$ cat src/rtl/video_pkg.sv
// Shared video definitions: scheduler state encodings, source identifiers,
// colour constants and a saturating counter helper.
package video_pkg;

  typedef enum logic [1:0] {
    ST_PATTERN = 2'd0,
    ST_ALIGN   = 2'd1,
    ST_STREAM  = 2'd2
  } state_e;

  localparam logic SRC_PATTERN = 1'b0;
  localparam logic SRC_STREAM  = 1'b1;

  localparam logic [23:0] COLOR_BLACK = 24'h000000;
  localparam logic [23:0] COLOR_WHITE = 24'hFFFFFF;
  localparam logic [23:0] COLOR_RED   = 24'hFF0000;
  localparam logic [23:0] COLOR_GREEN = 24'h00FF00;
  localparam logic [23:0] COLOR_BLUE  = 24'h0000FF;
  localparam logic [23:0] FILL_COLOR  = COLOR_BLACK;

  function automatic logic [15:0] sat_inc16(input logic [15:0] v);
    return (v == 16'hFFFF) ? v : v + 16'd1;
  endfunction

endpackage

$ cat src/rtl/video_position_counter.sv
// Pixel/line position tracker advanced by the sink's ready strobe; flags the
// first pixel of a frame and the consuming strobe of the last pixel.
module video_position_counter #(
  parameter int H_ACTIVE = 800,
  parameter int V_ACTIVE = 600,
  localparam int XW = (H_ACTIVE > 1) ? $clog2(H_ACTIVE) : 1,
  localparam int YW = (V_ACTIVE > 1) ? $clog2(V_ACTIVE) : 1
) (
  input  logic          clk_i,
  input  logic          rst_i,
  input  logic          adv_i,
  output logic [XW-1:0] x_o,
  output logic [YW-1:0] y_o,
  output logic          frame_start_o,
  output logic          frame_end_o
);

  logic [XW-1:0] x_q, x_d;
  logic [YW-1:0] y_q, y_d;
  logic          x_last_s, y_last_s;

  assign x_last_s = (x_q == XW'(H_ACTIVE - 1));
  assign y_last_s = (y_q == YW'(V_ACTIVE - 1));

  always_comb begin
    x_d = x_q;
    y_d = y_q;
    if (adv_i) begin
      if (x_last_s) begin
        x_d = '0;
        y_d = y_last_s ? '0 : y_q + YW'(1);
      end else begin
        x_d = x_q + XW'(1);
      end
    end
  end

  always_ff @(posedge clk_i or posedge rst_i) begin
    if (rst_i) begin
      x_q <= '0;
      y_q <= '0;
    end else begin
      x_q <= x_d;
      y_q <= y_d;
    end
  end

  assign x_o           = x_q;
  assign y_o           = y_q;
  assign frame_start_o = (x_q == '0) && (y_q == '0);
  assign frame_end_o   = adv_i & x_last_s & y_last_s;

endmodule

$ cat src/rtl/video_source_scheduler.sv
// Selects pattern generator or processed stream for the video sink, switching
// only on frame boundaries and realigning to the stream's start-of-frame.
module video_source_scheduler #(
  parameter int          H_ACTIVE   = 800,
  parameter int          V_ACTIVE   = 600,
  parameter logic [23:0] FILL_COLOR = video_pkg::FILL_COLOR
) (
  input  logic        Clock,
  input  logic        Reset,
  input  logic        VideoReady,
  input  logic        SelRequest,
  input  logic        SelTarget,
  input  logic [23:0] PatternVideo,
  output logic        PatternReady,
  input  logic [23:0] StreamVideo,
  input  logic        StreamValid,
  input  logic        StreamSof,
  output logic        StreamReady,
  output logic [23:0] video,
  output logic        ActiveSrc,
  output logic        FrameStart,
  output logic        Underflow,
  output logic        Desync,
  output logic [15:0] UnderflowCount
);

  import video_pkg::*;

  localparam int XW = (H_ACTIVE > 1) ? $clog2(H_ACTIVE) : 1;
  localparam int YW = (V_ACTIVE > 1) ? $clog2(V_ACTIVE) : 1;

  state_e        state_q;
  logic          pending_q, target_q;
  logic          active_src_q, underflow_q, desync_q;
  logic [15:0]   uf_count_q, uf_count_d;
  logic [XW-1:0] x_s;
  logic [YW-1:0] y_s;
  logic          frame_start_s, frame_end_s;
  logic          dest_s, take_req_s, desync_s, starved_s;

  video_position_counter #(
    .H_ACTIVE(H_ACTIVE),
    .V_ACTIVE(V_ACTIVE)
  ) u_pos (
    .clk_i        (Clock),
    .rst_i        (Reset),
    .adv_i        (VideoReady),
    .x_o          (x_s),
    .y_o          (y_s),
    .frame_start_o(frame_start_s),
    .frame_end_o  (frame_end_s)
  );

  // ST_ALIGN already heads for the stream, so it shares the stream destination.
  assign dest_s     = (state_q == ST_PATTERN) ? SRC_PATTERN : SRC_STREAM;
  // A fresh request only updates the latch; the latched one acts a cycle later.
  assign take_req_s = pending_q & ~SelRequest;
  assign desync_s   = StreamValid & StreamSof & ((x_s != '0) | (y_s != '0));
  assign starved_s  = VideoReady & ~StreamValid;
  assign uf_count_d = sat_inc16(uf_count_q);

  always_ff @(posedge Clock or posedge Reset) begin
    if (Reset) begin
      state_q      <= ST_PATTERN;
      pending_q    <= 1'b0;
      target_q     <= SRC_PATTERN;
      active_src_q <= SRC_PATTERN;
      underflow_q  <= 1'b0;
      desync_q     <= 1'b0;
      uf_count_q   <= 16'd0;
    end else begin
      underflow_q <= 1'b0;
      desync_q    <= 1'b0;
      if (SelRequest) begin
        pending_q <= (SelTarget != dest_s);
        target_q  <= SelTarget;
      end
      case (state_q)
        ST_PATTERN: begin
          if (take_req_s && (target_q == SRC_STREAM)) begin
            state_q   <= ST_ALIGN;
            pending_q <= 1'b0;
          end
        end
        ST_ALIGN: begin
          if (take_req_s && (target_q == SRC_PATTERN)) begin
            state_q   <= ST_PATTERN;
            pending_q <= 1'b0;
          end else if (StreamValid && StreamSof && frame_end_s) begin
            state_q      <= ST_STREAM;
            active_src_q <= SRC_STREAM;
          end
        end
        ST_STREAM: begin
          if (starved_s) begin
            underflow_q <= 1'b1;
            uf_count_q  <= uf_count_d;
          end
          if (desync_s) begin
            desync_q     <= 1'b1;
            state_q      <= ST_ALIGN;
            active_src_q <= SRC_PATTERN;
          end else if (take_req_s && (target_q == SRC_PATTERN) && frame_end_s) begin
            state_q      <= ST_PATTERN;
            pending_q    <= 1'b0;
            active_src_q <= SRC_PATTERN;
          end
        end
        default: begin
          state_q      <= ST_PATTERN;
          pending_q    <= 1'b0;
          active_src_q <= SRC_PATTERN;
        end
      endcase
    end
  end

  always_comb begin
    video       = PatternVideo;
    StreamReady = 1'b0;
    case (state_q)
      ST_PATTERN: begin
        video       = PatternVideo;
        StreamReady = 1'b0;
      end
      ST_ALIGN: begin
        video       = PatternVideo;
        StreamReady = StreamValid & ~StreamSof;
      end
      ST_STREAM: begin
        video       = StreamValid ? StreamVideo : FILL_COLOR;
        StreamReady = VideoReady;
      end
      default: begin
        video       = PatternVideo;
        StreamReady = 1'b0;
      end
    endcase
  end

  assign PatternReady   = VideoReady;
  assign ActiveSrc      = active_src_q;
  assign FrameStart     = frame_start_s;
  assign Underflow      = underflow_q;
  assign Desync         = desync_q;
  assign UnderflowCount = uf_count_q;

endmodule

$ cat config.mk
export PLATFORM = sky130hd
export DESIGN_NAME = video_source_scheduler
export DESIGN_NICKNAME = d
export VERILOG_FILES = /design/src/rtl/video_pkg.sv /design/src/rtl/video_position_counter.sv /design/src/rtl/video_source_scheduler.sv
export SDC_FILE = /design/constraint.sdc
export NUM_CORES = 1
export LEC_CHECK = 0
export CAP_MARGIN = 20
export CORE_MARGIN = 10
export CORE_UTILIZATION = 43
export DETAILED_ROUTE_END_ITERATION = 10
export PLACE_DENSITY = 0.77
export SYNTH_ARGS = -nofsm -noshare
export SYNTH_HDL_FRONTEND = slang
export SYNTH_SLANG_ARGS = --single-unit
$ cat constraint.sdc
create_clock -name Clock -period 2.8 [get_ports Clock]
set_input_delay 0.7 -clock Clock [delete_from_list [all_inputs] [get_ports Clock]]
set_output_delay 0.7 -clock Clock [all_outputs]
set_load 0.005 [all_outputs]
# Word-level counts from Yosys, hierarchy flattened
# Cells that the tools add are included.
# totals
elab_cells	79
register_bits	43
# classes
mux	27
bitwise	14
n_addsub	3
reduce_logical	15
n_eq_ne	11
# ops
cell	count
24-bit 2-to-1 mux	2
10-bit by 1-bit adder with 10-bit output, second input constant	2
10-bit == test, second input constant	2
10-bit zero test	2
10-bit 2-to-1 mux	2
10-bit nonzero test	2
16-bit by 1-bit adder with 16-bit output, second input constant	1
16-bit == test, second input constant	1
1-bit 2-to-1 mux	14
2-bit 2-to-1 mux	5
1-bit AND	7
1-bit logical AND	6
3-bit inequality test, second input constant	2
1-bit NOT	6
1-bit one-hot mux with 3 select lines	2
2-bit one-hot mux with 3 select lines	1
3-bit AND reduction	2
2-bit inequality test, second input constant	2
4-bit AND reduction	1
2-bit by 1-bit == test with 1-bit output, second input constant	1
2-bit == test, second input constant	1
2-bit zero test	1
2-bit by 1-bit inequality test with 1-bit output, second input constant	1
1-bit one-hot mux with 2 select lines	1
3 further kinds	3

# Logic depth before layout (Yosys ltp)
# Gate-level depths: netlist of run 1.
# depth
depth_word	7
mapped_depth	10
ltp_nobuf	8

# Cells and area by module
# A second synthesis of run 1 with hierarchy kept.
# unflattened
hier_cells	331
hier_area_um2	2740.1
# modules_own_cells
module	cells_each	seq_area_each_um2	n_inst	area_per_inst_um2
video_source_scheduler	209	575.6	1	1609.0
video_position_counter	122	500.5	1	1131.1

# Worst setup path after synthesis of run 1
# Ideal clock, no wire load.
# synth_path
path_kind	reg2reg
start	register u_pos.y_q[5] (netlist: u_pos.y_o[5])
end	register state_q[0]
arrival_ps	2043
required_ps	2675
synth_period_minus_slack_ps	2168
path_slack_ps	632
path_stages_with_launch	8
setup_time_ps	125
path_cell_list	dfrtp_1 > or4_4 > nor3_2 > and4_1 > buf_4 > a211oi_4 > nor3_2 > mux2_4
# synth_between
elab_chain_cells	5
elab_cells_between_ends	12
# synth_rtl
element	line_no	text
from (decl)	video_position_counter.sv:19	logic [YW-1:0] y_q, y_d;
from (signal assigned)	video_position_counter.sv:44	y_q <= y_d;
10-bit == test / 10-bit nonzero test (equally long branches)	video_position_counter.sv:23, video_source_scheduler.sv:58	
1-bit AND / 1-bit bitwise OR (equally long branches)	video_position_counter.sv:51, video_source_scheduler.sv:58	
1-bit logical AND, or another cell as far along	video_source_scheduler.sv:89	end else if (StreamValid && StreamSof && frame_end_s) begin
3-bit inequality test (no source line) / 2-bit 2-to-1 mux (equally long branches)	--	
3-bit AND reduction (no source line) / 2-bit one-hot mux with 3 select lines (equally long branches)	--	
to (signal assigned)	video_source_scheduler.sv:87	state_q <= ST_PATTERN;
to (signal assigned)	video_source_scheduler.sv:90	state_q <= ST_STREAM;
to (signal assigned)	video_source_scheduler.sv:101	state_q <= ST_ALIGN;
to (decl)	video_source_scheduler.sv:32	state_e state_q;
# Several ways; a longest one is shown, not always the timed one.
# A chain may end at the register's enable or synchronous reset.

# Worst setup path in the final report of run 1
# layout_path
start	input StreamValid
end	output video[22]
# layout_between
elab_chain_cells	2
# layout_rtl
element	line_no	text
from (decl)	video_source_scheduler.sv:16	input logic StreamValid,
24-bit 2-to-1 mux	video_source_scheduler.sv:131	video = StreamValid ? StreamVideo : FILL_COLOR;
24-bit 2-to-1 mux	video_source_scheduler.sv:121	case (state_q)
to (decl)	video_source_scheduler.sv:19	output logic [23:0] video,
# Every way passes these cells.

==> run metrics, run 1 <==
DIE WIDTH=around 96 µm; site row count=27; Cell Pwr Density=455 nW/µm²; syn_nets=between 300 and 400; drt total wl=7.34 mm; Pwr Total=1.69 mW; DP Area=3600 µm²; worst slew pin tran=0.536 ns; CTS max path bufs=2; first-pass GRT wire length=11.2 mm; DRT Pass-1 Iters=4; later-pin clock latency in the skew report=0.29 ns; Min-Delay Path Class=reg -> reg; htree depth=2; Area growth syn-to-layout=52.0%; synth top area cells=dfrtp_1, a22o_1, xnor2_1; top-level I/O count=a little over 100; DR WL/cell=around 17 µm; ANT nets after route=0; worst slack at placement=-0.101 ns; initial core utilization=44.5%; Buf/Inv on CP=3; initial antenna violation count=0; vias in the first global route=about 2300; Die ar.=9120 µm²; DR iter-0 viols=73; CP most frequent cell=clkdlybuf4s50_1; register area share after synthesis=a little over two fifths; slew margin rel.=64.3%; peak supply drop=0.000335 V; Worst EP required=2.10 ns; grt total ovfl=0; cell family with most CP delay=buffers and inverters; crit path max-delay cell type=clkdlybuf4s50_1; Yosys reg bits=43; Sink Count=43; gr usage total=15.3%; CP cell instances=clkdlybuf4s50_1, buf_4, nand3_1, o21ai_0, clkdlybuf4s50_1; GP Congestion=a little under 0.9; critical path launch point type=input pin; CTS Buf Count=5; fin util=between 60% and 70%; die height=95.5 µm; Design Area, Final=3720 µm²; DR DRC count=0; synthesized cell area=2450 µm²; Antenna diodes=0; CP max FO=4; Setup violations, final=0; outcome=finished, final reports clean; DP HPWL=between 5 and 6 mm; WS Path Type=in -> out; via/cell ratio=~5.1; area leader, netlist=dfrtp_1; CTS clk-pin slew, worst paths=about 0.08 ns; syn_area_per_cell=9.77 µm²; Pins Over Slew Limit=0; Period minus WS final=2.70 ns; fin crit share=96.4%; Setup Skew=0.00334 ns; vias=2231; Max Cap Viol=0; Distinct cells, synth=40; largest net degree at the start of global routing=44; root buf cell=clkbuf_8; maximum clock rate=370 MHz; slowest cell delay on critical path=roughly 0.56 ns; CTS tree=yes; Synth top area share=43.9%; final hold violation count=0; Critical Path End Type=primary output; Leak=1.66 nW; Setup TNS=0 ns; Final #Nets=425; RSZ-0062 raised after global routing=no; share of layout cells above drive strength 1=9.39%; synthesized instance count=251; # port buffers=100; synth warn=0; PnR worst setup slack=0.100 ns; crit path DAT=2.00 ns; core area=5510 µm²; Post-CTS Setup Inserts=0
-- layout by cell type (no fill, tap or decap), types with 2 or more instances in the layout --
cell type | Yosys | layout
a21boi_0 | 2 | 2
a21oi_1 | 5 | 5
a22o_1 | 23 | 23
and2_1 | 4 | 3
and3_1 | 4 | 4
and4_1 | 4 | 4
buf_4 | 2 | 11
clkbuf_8 | 0 | 6
clkdlybuf4s50_1 | 0 | 75
clkinvlp_4 | 0 | 2
dfrtp_1 | 43 | 43
dlygate4sd2_1 | 0 | 25
ha_1 | 9 | 8
inv_1 | 13 | 12
mux2_2 | 2 | 2
mux2i_1 | 2 | 2
nand2_1 | 25 | 25
nand2b_1 | 3 | 3
nand3_1 | 12 | 12
nand4_1 | 6 | 6
nor2_1 | 17 | 17
nor2b_1 | 2 | 2
nor3_1 | 6 | 6
nor3_2 | 2 | 2
o21ai_0 | 9 | 9
or3_1 | 3 | 3
xnor2_1 | 17 | 17
xor2_1 | 12 | 12
-- layer usage --
layer | GRT usage [%] | wire (µm) | vias up | part of all wire (%)
met5 | 0 | 0 | - | 0
met4 | 3.81 | 102 | 0 | 1.4
met3 | 3.53 | 333 | 12 | 4.5
met2 | 25.8 | 3840 | 51 | 52
met1 | 19.3 | 3070 | 1063 | 42
li1 | - | - | 1105 | -
-- state kept, by name, indices dropped and copies added (netlist names) --
| register | cells |
|---|---|
| target_q | 1 |
| u_pos.y_o | 10 |
| Underflow | 1 |
| state_q | 2 |
| ActiveSrc | 1 |
| Desync | 1 |
| u_pos.x_o | 10 |
| pending_q | 1 |
| UnderflowCount | 16 |
-- cells in the mapped netlist, drive strengths merged --
cell type / number
dfrtp: 43
nand2: 25
a22o: 23
nor2: 17
xnor2: 17
inv: 13
nand3: 12
xor2: 12
o21ai: 10
ha: 9
clkbuf: 8
nor3: 8
nand4: 6
a21oi: 5
and2: 5
and3: 4
and4: 4
mux2: 3
nand2b: 3
or3: 3
a21boi: 2
buf: 2
mux2i: 2
nor2b: 2
nor4: 2
a211oi: 1
a21o: 1
a311oi: 1
a31oi: 1
nor4b: 1
o21a: 1
o22ai: 1
o31ai: 1
o32a: 1
o41a: 1
or4: 1
-- area by class of cell --
class                           instances  area, µm²
Clock inverter                          2       35.0
Sequential cell                        43       1080
Timing Repair Buffer                  112       1070
Inverter                               13       52.6
Clock buffer                            6       82.6
Tap cell                               72       90.1
Timing Repair inverter                  1       7.51
Fill cell                             450       1780
Multi-Input combinational cell        185       1310
-- cells by family (layout without fill, tap and decap cells) --
kind of cell	after synthesis	in the layout	share of synthesized area, %
compound gates	49	49	15.4
xor+xnor	29	29	10.4
fa+ha+maj	9	9	4.59
buf+inv	23	134	3.83
flops	43	43	43.9
mux	5	5	2.35
simple gates	93	93	19.6
-- timing repair --
item,4_1_cts,5_1_grt
resized for setup,32,0
hold buffers,0,0
setup endpoints to repair,25,0
-- power by group --
| part | internal [mW] | leakage, nW | switching, mW |
|---|---|---|---|
| Sequential | 0.686 | 0.573 | 0.0732 |
| Clock | 0.289 | 0.0612 | 0.209 |
| Combinational | 0.237 | 1.02 | 0.200 |
-- per-stage QoR --
stage | hold WS (ns) | cells
3_3_place_gp | 0.479 | 425
2_1_floorplan | 0.464 | 251
6_report | 0.495 | 434
3_5_place_dp | 0.485 | 425
4_1_cts | 0.503 | 434
5_1_grt | 0.529 | 434
-- path summary, 6_finish.rpt --
kind	start	end	slack, ns	cells past startpoint
max in group asynchronous	Reset	u_pos.x_o[5]	1.59	3
worst max register to register	u_pos.y_o[5]	state_q[0]	0.34	6
worst min-delay path	UnderflowCount[11]	UnderflowCount[11]	0.49	1
min in group asynchronous	Reset	UnderflowCount[1]	0.85	3
worst min register to register	UnderflowCount[11]	UnderflowCount[11]	0.49	1
worst max-delay path	StreamValid	video[22]	0.1	5
Power figures use the tool's default switching activity.
==> inputs of run 2 (changes only) <==
Settings changed: SKIP_CTS_REPAIR_TIMING from default to 1.
==> run 2 against run 1 <==
Via count rose by 0.18%; non-clock buffer count rose by 1; first-iteration DRC count fell by 11%; largest cell class unchanged; highest routed layer unchanged.
==> run metrics, run 2 (same netlist as run 1, synthesis figures left out) <==
outcome=finished, final reports clean; gr usage total=14.9%; initial antenna violation count=0; share of layout cells above drive strength 1=under 10%; final hold violation count=0; later-pin clock latency in the skew report=between 0.2 and 0.3 ns; Max Cap Viol=0; Pwr Total=1.71 mW; dpl cells=between 400 and 500; worst slack at placement=-0.101 ns; critical path launch point type=input pin; DR DRC count=0; vias=2235; ANT nets after route=0; htree depth=2; CP cell instances=clkdlybuf4s50_1, buf_4, nand3_1, o21ai_0, clkdlybuf4s50_1; Setup violations, final=0; CTS Buf Count=5; Leak=1.87 nW; peak supply drop=0.000336 V; core area=5510 µm²; root buf cell=clkbuf_8; Cell Pwr Density=443 nW/µm²; Critical Path End Type=primary output; top-level I/O count=101; fin util=70.0%; DRT Pass-1 Iters=4; Die ar.=9120 µm²; DR iter-0 viols=65; Worst EP required=2.10 ns; first-pass GRT wire length=11.0 mm; Final #Nets=426; die height=95.5 µm; # port buffers=100; slew margin rel.=64.3%; cell family with most CP delay=buffers and inverters; GP Congestion=0.883; slowest cell delay on critical path=about 0.56 ns; Setup Skew=~0.0036 ns; CTS clk-pin slew, worst paths=0.08 ns; CTS tree=yes; Min-Delay Path Class=reg -> reg; Fill cells=between 400 and 500; Pins Over Slew Limit=0; CTS max path bufs=2; grt total ovfl=0; Period minus WS final=2.70 ns; Buf/Inv on CP=3; Antenna diodes=0; DP HPWL=5.67 mm; fin crit share=96.6%; crit path max-delay cell type=clkdlybuf4s50_1; vias in the first global route=~2300; Area growth syn-to-layout=57.2%; crit path DAT=roughly 2 ns; drt total wl=roughly 7.5 mm; maximum clock rate=around 370 MHz; commonest non-fill, non-tap cell in the layout=clkdlybuf4s50_1; Setup TNS=0 ns; site row count=27; Largest register FFs=16; largest net degree at the start of global routing=44; RSZ-0062 raised after global routing=no; DIE WIDTH=95.5 µm; Sink Count=43; CP most frequent cell=clkdlybuf4s50_1; via/cell ratio=5.14; Final Non-Filler Cells=435; DR WL/cell=17.2 µm; most frequent cells in the layout=clkdlybuf4s50_1, dfrtp_1, nand2_1, dlymetal6s2s_1, a22o_1; worst slew pin tran=about 0.54 ns; CP max FO=4; WS Path Type=in -> out; initial core utilization=44.5%; PnR worst setup slack=0.0964 ns
-- run 2: cell count changes in the layout (fill, tap and decap cells not counted), sizes merged --
cell and change:
dlygate4sd2 -25, dlymetal6s2s +25, clkbuf +1
-- run 2: layout make-up --
class / count / area (µm²) / area share [%]
Clock inverter: 2 / 35.0 / 0.909
Inverter: 13 / 52.6 / 1.36
Sequential cell: 43 / 1080 / 27.9
Timing Repair Buffer: 113 / 1190 / 30.9
Tap cell: 72 / 90.1 / 2.34
Clock buffer: 6 / 82.6 / 2.14
Timing Repair inverter: 1 / 7.51 / 0.195
Multi-Input combinational cell: 185 / 1320 / 34.2
-- run 2: routing by layer --
metal  global-route usage [%]  vias up  part of all wire, %
met5                        0        -                    0
met4                     3.32        0                  1.0
met3                     3.38        8                  3.8
met2                     25.3       35                   53
met1                     18.8     1087                   42
li1                         -     1105                    -
-- run 2: stage by stage --
stage / area (µm²) / hold WS, ns
6_report: 3850 / 0.495
5_1_grt: 3850 / 0.529
4_1_cts: 3720 / 0.503
3_5_place_dp: 3600 / 0.485
3_3_place_gp: 3600 / 0.479
2_1_floorplan: 2450 / 0.464
-- run 2: worst register-to-register path: stages (launching register included) --
cell	delay (ns)
dfrtp_1	0.41
or4_4	0.58
nor3_2	0.29
and4_1	0.42
a211oi_4	0.12
nor3_2	0.21
mux2_4	0.32
-- run 2: final timing paths --
path	start	end	slack [ns]	depth (start not counted)
min in group asynchronous	Reset	UnderflowCount[1]	0.84	3
hold / removal	UnderflowCount[11]	UnderflowCount[11]	0.49	1
max in group asynchronous	Reset	UnderflowCount[11]	1.59	3
setup reg to reg	u_pos.y_o[5]	state_q[0]	0.34	6
hold reg to reg	UnderflowCount[11]	UnderflowCount[11]	0.49	1
setup / recovery	StreamValid	video[22]	0.1	5
-- run 2: where the power goes --
part | internal [mW] | switching [mW]
logic | 0.245 | 0.202
clock network | 0.289 | 0.209
registers | 0.686 | 0.0761
total | 1.22 | 0.486
==> inputs of run 3 (changes only) <==
Settings changed: MAX_ROUTING_LAYER from default to met4.
==> run 3 against run 2 <==
Register-to-register slack barely moved; count of clock-buffer cells in the layout did not move; critical endpoint unchanged; global-route usage rose by 0.63 points; clock power fell by 20%; clock skew fell by 0.0011 ns; sequential share of layout area rose by 0.33 points; worst setup slack got worse by 0.0034 ns; largest cell class unchanged; utilization fell by 0.82 points; worst hold slack barely moved.
==> run metrics, run 3 (same netlist as run 1, synthesis figures left out) <==
Die ar.=9120 µm²; Final Non-Filler Cells=433; worst slew pin tran=0.538 ns; hold path endpoint=UnderflowCount[11]; min-delay src=UnderflowCount[11]; root buf cell=clkbuf_8; most frequent cells in the layout=clkdlybuf4s50_1, dfrtp_1, nand2_1, dlymetal6s2s_1, a22o_1; Design Area, Final=3810 µm²; share of layout cells above drive strength 1=around 8.6%; htree depth=2; later-pin clock latency in the skew report=0.29 ns; core area=5510 µm²; worst slack at placement=-0.0860 ns; met3 usage=3.30%; CTS clk-pin slew, worst paths=roughly 0.080 ns; Critical Path End Type=primary output; grt peak-use layer=met2; grt total ovfl=0; Worst EP required=2.10 ns; fin util=69.1%; Sink Count=43; vias in the first global route=2239; CP most frequent cell=clkdlybuf4s50_1; CTS max path bufs=2; reg-to-reg slack, setup=0.34 ns; crit path max-delay cell type=clkdlybuf4s50_1; Setup Skew=0.00253 ns; Min-Delay Path Class=reg -> reg; Antenna diodes=0; DR WL/cell=16.7 µm; Pins Over Slew Limit=0; Max Cap Viol=0; die height=95.5 µm; Area growth syn-to-layout=55.3%; Setup TNS=0 ns; DP HPWL=roughly 5.6 mm; drt total wl=7.22 mm; Final #Nets=about 430; WS Path Type=in -> out; commonest non-fill, non-tap cell in the layout=clkdlybuf4s50_1; Pwr Total=1.61 mW; ANT nets after route=0; R2R Path End=state_q[0]; DRT Pass-1 Iters=4; hold depth=1; CP cell instances=clkdlybuf4s50_1, buf_4, nand3_1, o21ai_0, clkdlybuf4s50_1; Cell Pwr Density=about 420 nW/µm²; cell count of the worst reg-to-reg path=6; # port buffers=100; DP Area=3610 µm²; maximum clock rate=between 300 and 400 MHz; Buf/Inv on CP=3; Period minus WS final=2.71 ns; first-pass GRT wire length=11.0 mm; vias=2160; initial antenna violation count=0; initial core utilization=44.5%; dpl cells=~430; GR Util met1=between 20 and 25%; PnR worst setup slack=0.0929 ns; Hold WS=about 0.49 ns; GP Congestion=0.923; Worst R2R Start=u_pos.y_o[5]; M2 GR Usage=between 20% and 30%; peak supply drop=0.000263 V; gr usage total=15.5%; slew margin rel.=between 60 and 70%; Setup violations, final=0; top-level I/O count=101; largest net degree at the start of global routing=44; CTS Buf Count=5; cell family with most CP delay=buffers and inverters; DR iter-0 viols=85; outcome=finished, final reports clean; slowest cell delay on critical path=0.56 ns; final hold violation count=0; via/cell ratio=4.99; crit path DAT=2.01 ns; RSZ-0062 raised after global routing=no; DR DRC count=0; site row count=27; fin crit share=96.7%; Largest register FFs=16; Leak=roughly 1.9 nW; CP max FO=4; critical path launch point type=input pin; DIE WIDTH=95.5 µm; CTS tree=yes
[run 3: area by class of cell]
class                           instances  area (µm²)
Multi-Input combinational cell        185        1300
Fill cell                             440        1700
Tap cell                               72        90.1
Inverter                               13        48.8
Timing Repair Buffer                  113        1200
Clock inverter                          1        5.00
Sequential cell                        43        1080
Clock buffer                            6        82.6
[run 3: worst max path at each step]
| stage | slack, ns | startpoint | to | depth (start not counted) |
|---|---|---|---|---|
| after floorplan | 0.63 | u_pos.y_o[5] | state_q[0] | 7 |
| after global placement | -0.07 | StreamValid | video[14] | 5 |
| after detailed placement | -0.09 | StreamValid | video[0] | 5 |
| after CTS | -0.13 | u_pos.y_o[5] | FrameStart | 3 |
| after global routing | 0.03 | StreamValid | video[22] | 5 |
| final | 0.09 | StreamValid | video[22] | 5 |
[run 3: where the power goes]
part | total (mW) | switching [mW] | internal [mW]
logic | 0.453 | 0.206 | 0.247
clock network | 0.397 | 0.204 | 0.194
registers | 0.757 | 0.0715 | 0.686
total | 1.61 | 0.480 | 1.13
[run 3: layer usage]
layer / share of wire (%) / vias up
met5: 0 / -
li1: - / 1100
met4: 0.71 / 0
met1: 44 / 1015
met3: 2.3 / 7
met2: 52 / 38
[run 3: worst reg2reg max path, stage by stage, from the launching register on]
cell and delay (ns):
dfrtp_1 0.41, or4_4 0.59, nor3_2 0.30, and4_1 0.41
a211oi_4 0.12, nor3_2 0.21, mux2_4 0.32
==> RTL change: new RTL, settings of run 3 <==
Take the reset off `x_q` and load it in a clocked block of its own.
--- a/src/rtl/video_position_counter.sv
+++ b/src/rtl/video_position_counter.sv
@@ -38,10 +38,12 @@
   always_ff @(posedge clk_i or posedge rst_i) begin
     if (rst_i) begin
-      x_q <= '0;
       y_q <= '0;
     end else begin
-      x_q <= x_d;
       y_q <= y_d;
     end
+  end
+
+  always_ff @(posedge clk_i) begin
+    x_q <= x_d;
   end
 
Behaviour: not the same (Yosys sat finds a counterexample within 4 cycles, from zero or initial values and one cycle with Reset high).
==> RTL change against run 3 <==
The run now ends with negative setup slack left; sequential power is 3.3% lower; clock power grew 24%; core utilization is 2.3 points lower; worst setup slack worse by 0.16 ns; sequential cell count unchanged; final cell count grew 3.7%; die area grew 3.9%; routed wire length increased by 7.7%; synthesized cell count grew 4.0%; fmax decreased by 5.5%; design area up 2.7%; synthesized area rose by 5.0%; sequential share of layout area up 0.54 points; total power increased by 0.36%; critical path type unchanged; largest cell class unchanged.
==> RTL change: results (changes against run 3) <==
[final_layout]
buffer_area_share_pct = 29.12  ; -2.5 points
finalNonFillerCells = 449  ; +3.7%
drive_above_1_share_pct = 9.358  ; +0.77 points
sh_seq_area_pct = 28.80  ; +0.54 points
clkCellAreaFrac_pct = 3.136  ; +0.84 points
multi_input_area_um2 = 1380  ; +6.1%
nFillCells = 473  ; +7.5%
multi_input_cells = 195  ; +5.4%
nClkBuffers = 8  ; +2
buffers_excl_clock = 115  ; +1.8%

[detailed_routing]
num_vias = 2344  ; +8.5%
drt_iter0_drc = 159  ; +87%
post_drt_wl_per_cell_um = 17.33  ; +3.9%

[synthesis]
synthAdderAreaFrac_pct = 4.375  ; -0.22 points
synth_compound_area_share_pct = 12.88  ; -2.5 points
synth_xor_area_share_pct = 8.848  ; -1.5 points
ys_types = 38  ; -5.0%
syn-num-nets = 325  ; +3.2%
synth_mux_area_share_pct = 2.965  ; +0.62 points
synth_commonest_cells = dfrtp_1 (33), a22o_1 (23), nand2_1 (23), nand3_1 (23), xnor2_1 (20)
synth.top_cell.area_share_pct = 32.09  ; -12 points
async_reset_ff_share_pct = 76.74  ; -23 points
syn_inst = 261  ; +4.0%
synth-edff-count = 10  ; +10
ys_seq_area_share_pct = 43.75  ; -0.15 points

[setup_path]
critPathArrivalTime_ns = 2.17  ; +0.16 ns
r2r_start = u_pos.x_o[0]$_SDFFCE_PN0P_
path_max_fanout = 10  ; +6

[clocking]
cts_htree_levels = 2  ; unchanged
cts_buffers = 5  ; unchanged

[power]
power.density_nw_per_um2 = 412.5  ; -2.3%
powerClk_mw = 0.493  ; +24%
static-leakage-power_nw = 1.694  ; -9.0%
swShare_pct = 25.81  ; -4.1 points
power.net_switching_mw = 0.4163  ; -13%
p_seq_share_pct = 45.4  ; -1.7 points

[timing]
worst_slack_ns = -0.06553  ; -0.1585 ns
worst_clock_skew_ns = 0.005652  ; +0.003125 ns
timing.setup.tns_ns = -0.7734  ; -0.7734 ns
finalSetupViolations = 16  ; +16
slew_headroom_pct = 72.65  ; +8.8 points

[min_path]
holdCritStartpoint = UnderflowCount[7]$_DFFE_PP0P_

[place]
hpwl_um = 6047  ; +7.5%
placedCellCount = 437  ; +2.8%
gp_congestion = 0.8865  ; -4.0%
post-place-ws_ns = -0.06769  ; +0.01836 ns
postPlaceCellArea_um2 = 3702  ; +2.5%

[global_routing]
grtUsageTotal_pct = 16.31  ; +0.79 points
grt_pass1_wl_um = 12640  ; +15%
grt_pass1_vias = 2436  ; +8.8%

[outcome]
status = finished, violations left
violations = negative setup slack

[die]
die_x_um = 97.37  ; +2.0%

## RTL change: per-layer routing
| layer | GRT usage, % | part of all wire, % | vias to the layer above |
|---|---|---|---|
| met2 | 27.85 | 53 | 48 |
| li1 | - | - | 1177 |
| met4 | 3.132 | 0.94 | 0 |
| met3 | 3.627 | 2.8 | 9 |
| met1 | 19.27 | 43 | 1110 |
| met5 | - | 0 | - |
## RTL change: worst paths after layout
path	end	slack, ns
setup / recovery	video[10]	-0.07
hold / removal	UnderflowCount[7]$_DFFE_PP0P_	0.50
setup reg to reg	state_q[0]$_DFFE_PP0P_	0.50
hold reg to reg	UnderflowCount[7]$_DFFE_PP0P_	0.50
max in group asynchronous	u_pos.y_o[3]$_DFFE_PP0N_	1.72
min in group asynchronous	u_pos.y_o[8]$_DFFE_PP0N_	0.79
## RTL change: worst max-delay path, cell delays in order
cell             delay [ns]
clkdlybuf4s50_1        0.48
and2_4                 0.16
buf_4                  0.17
a22o_1                 0.16
clkdlybuf4s50_1        0.50
